## config.mk

```make
export PLATFORM = sky130hd
export DESIGN_NAME = alu_ctrl
export DESIGN_NICKNAME = d
export VERILOG_FILES = /design/src/rtl/alu_ctrl.sv
export SDC_FILE = /design/constraint.sdc
export NUM_CORES = 1
export LEC_CHECK = 0
export CORE_MARGIN = 2
export CORE_UTILIZATION = 35
export CTS_CLUSTER_DIAMETER = 100
export DETAILED_ROUTE_END_ITERATION = 12
export DONT_BUFFER_PORTS = 1
export PLACE_DENSITY = 0.49
export SKIP_CTS_REPAIR_TIMING = 1
export SLEW_MARGIN = 15
export SYNTH_ARGS = -nofsm -noshare
export SYNTH_HDL_FRONTEND = slang
export SYNTH_SLANG_ARGS = --single-unit
```

## constraint.sdc

```tcl
create_clock -name clk -period 2.2 [get_ports clk]
set_input_delay 0.22 -clock clk [delete_from_list [all_inputs] [get_ports clk]]
set_output_delay 0.22 -clock clk [all_outputs]
set_load 0.02 [all_outputs]
```

## src/rtl/alu_ctrl.sv

```systemverilog
// alu_ctrl: issues one instruction at a time to an external combinational ALU and writes the result back into an 8x16 register file.
// Latency: accept edge -> writeback edge is 2 cycles; done pulses in the cycle after writeback (1 instr / 3 cycles peak).
// Backpressure: instr_ready is high only in IDLE; instr_valid outside IDLE is ignored. Optional flags via ALU_CTRL_FLAGS_EN.
module alu_ctrl #(
    parameter int DATA_W = 16,
    parameter int NREG   = 8
) (
    input  logic              clk,
    input  logic              rst,
    input  logic              instr_valid,
    output logic              instr_ready,
    input  logic [15:0]       instr,
    input  logic              ld_en,
    input  logic [2:0]        ld_addr,
    input  logic [DATA_W-1:0] ld_data,
    output logic [2:0]        alu_op,
    output logic [DATA_W-1:0] alu_a,
    output logic [DATA_W-1:0] alu_b,
    input  logic [DATA_W-1:0] alu_result,
    output logic              done,
    output logic [2:0]        wb_addr,
    output logic [DATA_W-1:0] wb_data,
`ifdef ALU_CTRL_FLAGS_EN
    output logic              flag_z,
    output logic              flag_n,
`endif
    input  logic [2:0]        rd_addr,
    output logic [DATA_W-1:0] rd_data
);

    typedef enum logic [1:0] {
        S_IDLE,
        S_ISSUE,
        S_CAPTURE
    } state_t;

    state_t            state_q, state_d;
    logic [2:0]        op_q, op_d;
    logic [2:0]        rd_q, rd_d;
    logic [DATA_W-1:0] a_q, a_d;
    logic [DATA_W-1:0] b_q, b_d;
    logic              done_q, done_d;
    logic [2:0]        wb_addr_q, wb_addr_d;
    logic [DATA_W-1:0] wb_data_q, wb_data_d;
    logic [DATA_W-1:0] regs_q [NREG];
    logic [DATA_W-1:0] regs_d [NREG];
`ifdef ALU_CTRL_FLAGS_EN
    logic              flag_z_q, flag_z_d;
    logic              flag_n_q, flag_n_d;
`endif

    // instr[3:0] carries no meaning for this controller
    logic unused_instr_bits;
    assign unused_instr_bits = ^instr[3:0];

    // Next-state, operand latch and register-file write selection; ALU writeback is applied after ld_en so it wins on a collision
    always_comb begin
        state_d   = state_q;
        op_d      = op_q;
        rd_d      = rd_q;
        a_d       = a_q;
        b_d       = b_q;
        done_d    = 1'b0;
        wb_addr_d = wb_addr_q;
        wb_data_d = wb_data_q;
        regs_d    = regs_q;
`ifdef ALU_CTRL_FLAGS_EN
        flag_z_d  = flag_z_q;
        flag_n_d  = flag_n_q;
`endif
        if (ld_en) begin
            regs_d[ld_addr] = ld_data;
        end
        case (state_q)
            S_IDLE: begin
                if (instr_valid) begin
                    op_d    = instr[15:13];
                    rd_d    = instr[12:10];
                    // operands come from pre-edge register contents
                    a_d     = regs_q[instr[9:7]];
                    b_d     = regs_q[instr[6:4]];
                    state_d = S_ISSUE;
                end
            end
            S_ISSUE: begin
                state_d = S_CAPTURE;
            end
            S_CAPTURE: begin
                regs_d[rd_q] = alu_result;
                wb_addr_d    = rd_q;
                wb_data_d    = alu_result;
                done_d       = 1'b1;
`ifdef ALU_CTRL_FLAGS_EN
                flag_z_d     = (alu_result == '0);
                flag_n_d     = alu_result[DATA_W-1];
`endif
                state_d      = S_IDLE;
            end
            default: begin
                state_d = S_IDLE;
            end
        endcase
    end

    // State and register file update with synchronous reset overriding everything
    always_ff @(posedge clk) begin
        if (rst) begin
            state_q   <= S_IDLE;
            op_q      <= '0;
            rd_q      <= '0;
            a_q       <= '0;
            b_q       <= '0;
            done_q    <= 1'b0;
            wb_addr_q <= '0;
            wb_data_q <= '0;
            for (int i = 0; i < NREG; i++) begin
                regs_q[i] <= '0;
            end
`ifdef ALU_CTRL_FLAGS_EN
            flag_z_q  <= 1'b0;
            flag_n_q  <= 1'b0;
`endif
        end else begin
            state_q   <= state_d;
            op_q      <= op_d;
            rd_q      <= rd_d;
            a_q       <= a_d;
            b_q       <= b_d;
            done_q    <= done_d;
            wb_addr_q <= wb_addr_d;
            wb_data_q <= wb_data_d;
            regs_q    <= regs_d;
`ifdef ALU_CTRL_FLAGS_EN
            flag_z_q  <= flag_z_d;
            flag_n_q  <= flag_n_d;
`endif
        end
    end

    // Output drive; operands hold their last values while idle
    always_comb begin
        instr_ready = (state_q == S_IDLE);
        alu_op      = op_q;
        alu_a       = a_q;
        alu_b       = b_q;
        done        = done_q;
        wb_addr     = wb_addr_q;
        wb_data     = wb_data_q;
        rd_data     = regs_q[rd_addr];
`ifdef ALU_CTRL_FLAGS_EN
        flag_z      = flag_z_q;
        flag_n      = flag_n_q;
`endif
    end

endmodule

```

**Yosys cells after proc, flatten, opt, wreduce, memory -nomap -nowiden**

Cells that the tools add are included.

- Bits in registers: 188
- Latch bits: 0
- RAM bits: 0
- ROM bits: 0
- Input port bits: 58
- Word-level logic and storage cells: 55
- Memories kept: 0

- Add/sub/neg operators: 0
- $mul: 0
- Divide/modulo/power cells: 0
- $lt $le $gt $ge: 7
- Eq/ne operators: 3
- Shift operators: 0
- Mux-type cells: 20
- Bitwise operators: 5
- Reduce and logical (&&, ||, !) cells: 4

Operator list:

| cell | number |
|---|---|
| bitwise mux 128 bit | 2 |
| two-way mux 128 bit | 2 |
| binary-select mux 16 bit (select 3 bit) | 3 |
| two-way mux 16 bit | 8 |
| demux 16 bit (select 3 bit) | 2 |
| greater-or-equal comparator 4 bit (second input constant) | 5 |
| inverter 3 -> 4 bit | 5 |
| < comparator 4 x 1 -> 1 bit (second input constant) | 2 |
| one-hot mux 2 bit (2 select lines) | 1 |
| == test 2 x 1 -> 1 bit (second input constant) | 1 |
| == test 2 bit (second input constant) | 1 |
| logical AND 1 bit | 2 |
| zero test 2 bit | 1 |
| two-way mux 2 bit | 1 |
| inequality test 2 bit (second input constant) | 1 |
| AND reduction 2 bit | 1 |
| two-way mux 1 bit | 1 |

**Longest topological paths before layout**

- Depth in word-level cells: 9
- Mapped depth: 7
- Gate-level depth less buffers: 4

**Worst setup path before layout**

No wires, ideal clock.

- Path type: input -> output
- Start point: input port rd_addr[0]
- End point: output port rd_data[0]
- Arrival: 1581 ps
- Required time: 1980 ps
- Slack: 399 ps
- Stages on the path: 4
- Path through: clkbuf_1 -> buf_2 -> mux4_2 -> mux2_2

- Word-level cells in the longest chain between the ends: 4

RTL lines:

| element | RTL line | RTL |
|---|---|---|
| from (decl) | 27 | `input logic [2:0] rd_addr,` |
| inverter 3 -> 4 bit (implied by the code) | 149 | `rd_data = regs_q[rd_addr];` |
| binary-select mux 16 bit (select 3 bit) | 149 |  |
| two-way mux 16 bit (implied by the code) (2 in a row) | 149 |  |
| to (decl) | 28 | `output logic [DATA_W-1:0] rd_data` |

Every way passes these cells. The select of a mux whose other input is x is not followed.

**Worst setup path in the final report**

- Start point: register state_q[1]
- End point: register a_q[6] (netlist: alu_a[6])

- Word-level cells in the longest chain between the ends: 2

RTL lines:

| element | RTL line | RTL |
|---|---|---|
| from (decl) | 37 | `state_t state_q, state_d;` |
| from (signal assigned) | 124 | `state_q <= state_d;` |
| zero test 2 bit | 74 | `case (state_q)` |
| AND reduction 2 bit (no line) | -- |  |
| to (signal assigned) | 111 | `a_q <= '0;` |
| to (signal assigned) | 127 | `a_q <= a_d;` |
| to (decl) | 40 | `logic [DATA_W-1:0] a_q, a_d;` |

Every way passes these cells.
A chain may end at the register's enable or synchronous reset.

==> summary.md <==
| Metric | Value |
|---|---|
| Share of cells above drive strength 1 | 11.62% |
| Mapped Cells | 1165 |
| Setup slack, reg-to-reg | 0.07 ns |
| Tmin final | 2.134 ns |
| Clock skew | 0.01612 ns |
| Routed len/inst | 25.04 µm |
| Largest net degree at the start of global routing | 189 |
| Die H | 180.8 µm |
| Non-Filler Instances | 1586 |
| Worst r2r src | state_q[1]$_SDFFE_PP0P_ |
| Hold path depth | 1 |
| Rel. slew slack | 65.98% |
| Die area | 32690 µm² |
| Area growth syn-to-layout | 15.67% |
| Clock Latency Late Sink | 0.45 ns |
| Initial Util | 35.67% |
| Sequential area share after synthesis | 34.40% |
| Mapped Nets | 1223 |
| Port Buffer Count | 0 |
| Worst slew pin tran | 0.5087 ns |
| Worst reg2reg endpoint | alu_a[6]$_SDFFE_PP0P_ |
| Die Span X | 180.8 µm |
| Clock root buffer | clkbuf_16 |
| Critical path, cell by cell | nor2_1 -> nand2_2 -> buf_12 -> a21oi_1 -> nor3_1 -> dlygate4sd3_1 |
| Slowest CP cell | dlygate4sd3_1 |
| Fin util | 41.26% |
| Final Hold Viols | 92 |
| Count of pins over their slew limit | 0 |
| Leakage | 5.171 nW |
| CTS tree | done |
| FMAX | 468.6 MHz |
| Io pins | 130 |
| Final net count | 1233 |
| Vias in the first global route | 8440 |
| Reg2reg path depth | 6 |
| CTS clk-pin slew, worst paths | 0.08 ns |
| Library cells used by synthesis | 30 |
| Max Cap Viol | 0 |
| Comb power frac | 12.1% |
| Iteration-0 DRC Markers | 767 |
| HPWL Detailed | 21960 µm |
| Vias | 9282 |
| Crit path max fanout | 32 |
| Grt total ovfl | 0 |
| Power Density | 614.5 nW/µm² |
| Crit path max-delay family | buffers and inverters |
| Clock buffer count from CTS | 17 |
| GPL Wtd Cong | 0.7697 |
| HP Class | in -> reg |
| Internal Power | 5.564 mW |
| Sw Ratio | 28.44% |
| CP required | 2.53 ns |
| P_sw | 2.211 mW |
| GRT Overall Usage | 22.91% |
| Tot Pwr | 7.776 mW |
| Vias/cell | 5.852 |
| Syn_area_per_cell | 9.391 µm² |
| Synth Cell Area | 10940 µm² |
| Maximum vdd drop | 0.3464 mV |
| Setup CP Type | reg -> reg |
| # DRC | 0 |
| # setup viols final | 0 |
| Crit path DAT | 2.47 ns |
| Register bit total from synthesis | 188 |
| Crit share post-route | 96.99% |
| Clk sinks | 188 |
| Post-DRT Antenna Nets | 0 |
| Sum of buffers and inverters on the critical path | 2 |
| WP depth | 6 |
| Crit start category | flop |
| CTS max path bufs | 2 |
| H-tree lvl count | 4 |
| Placed cells | 1447 |
| Critical path endpoint category | flop |
| Cell Rows | 64 |
| Clk pwr share | 39.7% |
| Failing checks | negative hold slack |
| Outcome | finished with violations |
| Slowest stage delay, CP | 0.56 ns |
| Hold slack final | -0.1470 ns |
| Min-delay src | rst |
| Most frequent cells in the layout | mux2i_1 (256), dfxtp_1 (188), nor2_1 (166), a211oi_1 (108), dlygate4sd3_1 (105) |
| Initial antenna violation count | 1 |
| Hold worst-path end | alu_b[0]$_SDFFE_PP0P_ |
| Fill count | 2975 |
| Final WL | 39710 µm |
| First-pass detailed-route iteration total | 6 |
| Core Area | 30670 µm² |
| Sequential Power Share | 48.3% |
| Commonest non-fill, non-tap cell in the layout | mux2i_1 |
| Yosys Warn Count | 0 |
| First-pass GRT wire length | 56630 µm |
## synthesized netlist by cell type
master / n / area (µm²)
mux2i_1: 256 / 2562
dfxtp_1: 188 / 3764
nor2_1: 166 / 623.1
a211oi_1: 108 / 810.8
clkbuf_1: 86 / 322.8
a22oi_1: 64 / 480.5
a21oi_1: 57 / 285.3
nand2_1: 54 / 202.7
buf_2: 39 / 195.2
nor3_1: 33 / 165.2
mux4_2: 32 / 720.7
a211oi_2: 20 / 250.2
mux2_2: 16 / 180.2
buf_1: 7 / 26.28
buf_4: 7 / 52.55
nor2b_1: 6 / 37.54
nand3_1: 4 / 20.02
and2_1: 3 / 18.77
nand4b_1: 3 / 26.28
buf_12: 2 / 40.04
buf_8: 2 / 30.03
nor3_4: 2 / 32.53
nor3b_1: 2 / 15.01
nor3b_2: 2 / 25.02
and3b_1: 1 / 8.760
nand2_2: 1 / 6.260
nand2b_1: 1 / 6.260
nand2b_4: 1 / 13.76
nand4_1: 1 / 6.260
nand4_2: 1 / 12.51
## cell families (layout without fill, tap and decap cells)
group	count (synthesis)	in the layout	synth area share (%)
multiplexers	304	304	31.66
AND/OR/NAND/NOR	281	281	11.15
AO/OA/AOI/OAI	249	249	16.70
flip-flops	188	188	34.40
buffers and inverters	143	166	6.096
other	0	2	0
## sequential cells by signal, summed over array words and instances, names as in the netlist
name     flops
wb_addr      3
wb_data     16
done         1
rd_q         3
alu_op       3
state_q      2
alu_b       16
regs_q     128
alu_a       16
## worst max path at each step
| stage | slack (ns) | start | endpoint |
|---|---|---|---|
| 2_1_floorplan | 0.40 | rd_addr[0] | rd_data[0] |
| 6_report | 0.07 | state_q[1]$_SDFFE_PP0P_ | alu_a[6]$_SDFFE_PP0P_ |
| 5_1_grt | -0.04 | rd_q[0]$_SDFFE_PP0P_ | regs_q[50]$_SDFF_PP0_ |
| 3_5_place_dp | 0.65 | state_q[1]$_SDFFE_PP0P_ | alu_a[11]$_SDFFE_PP0P_ |
| 4_1_cts | 0.30 | regs_q[85]$_SDFF_PP0_ | rd_data[5] |
| 3_3_place_gp | 0.66 | state_q[1]$_SDFFE_PP0P_ | alu_a[7]$_SDFFE_PP0P_ |
## metrics by stage
step                instance area [µm²]  worst slack (ns)  setup TNS, ns
floorplan                         10940            0.3994              0
global placement                  11030            0.6608              0
detailed placement                11030            0.6505              0
CTS                               11600            0.3000              0
global route                      12650          -0.04384        -0.1069
finish                            12650           0.06619              0
## power by group through the flow
stage / clock, mW / combinational, mW / sequential [mW]
final: 3.08 / 0.938 / 3.75
after CTS: 3.15 / 0.803 / 3.75
after detailed placement: 0 / 0.799 / 3.83
after global placement: 0 / 0.792 / 3.83
after floorplan: 0 / 0.808 / 3.79
after global routing: 3.27 / 1.01 / 3.78
## worst reg2reg max path, cell delays in order, from the launching register on
cell and delay [ns]:
dfxtp_1 0.40, nor2_1 0.23, nand2_2 0.18, buf_12 0.22, a21oi_1 0.37, nor3_1 0.08
dlygate4sd3_1 0.56
## layer usage
metal	GRT usage [%]	vias to the layer above	routed length, µm
met5	0	-	0
met4	5.871	0	610
met3	5.160	41	2724
li1	-	4310	-
met2	36.59	318	18250
met1	31.23	4613	18130
## area by class of cell
cell class	count	area, µm²	area share, %
Antenna cell	2	5.005	0.03955
Clock buffer	19	442.9	3.500
Clock inverter	13	122.6	0.9690
Multi-Input combinational cell	834	6531	51.61
Sequential cell	188	3764	29.74
Tap cell	396	495.5	3.915
Timing Repair Buffer	134	1294	10.22
Power figures use the tool's default switching activity.
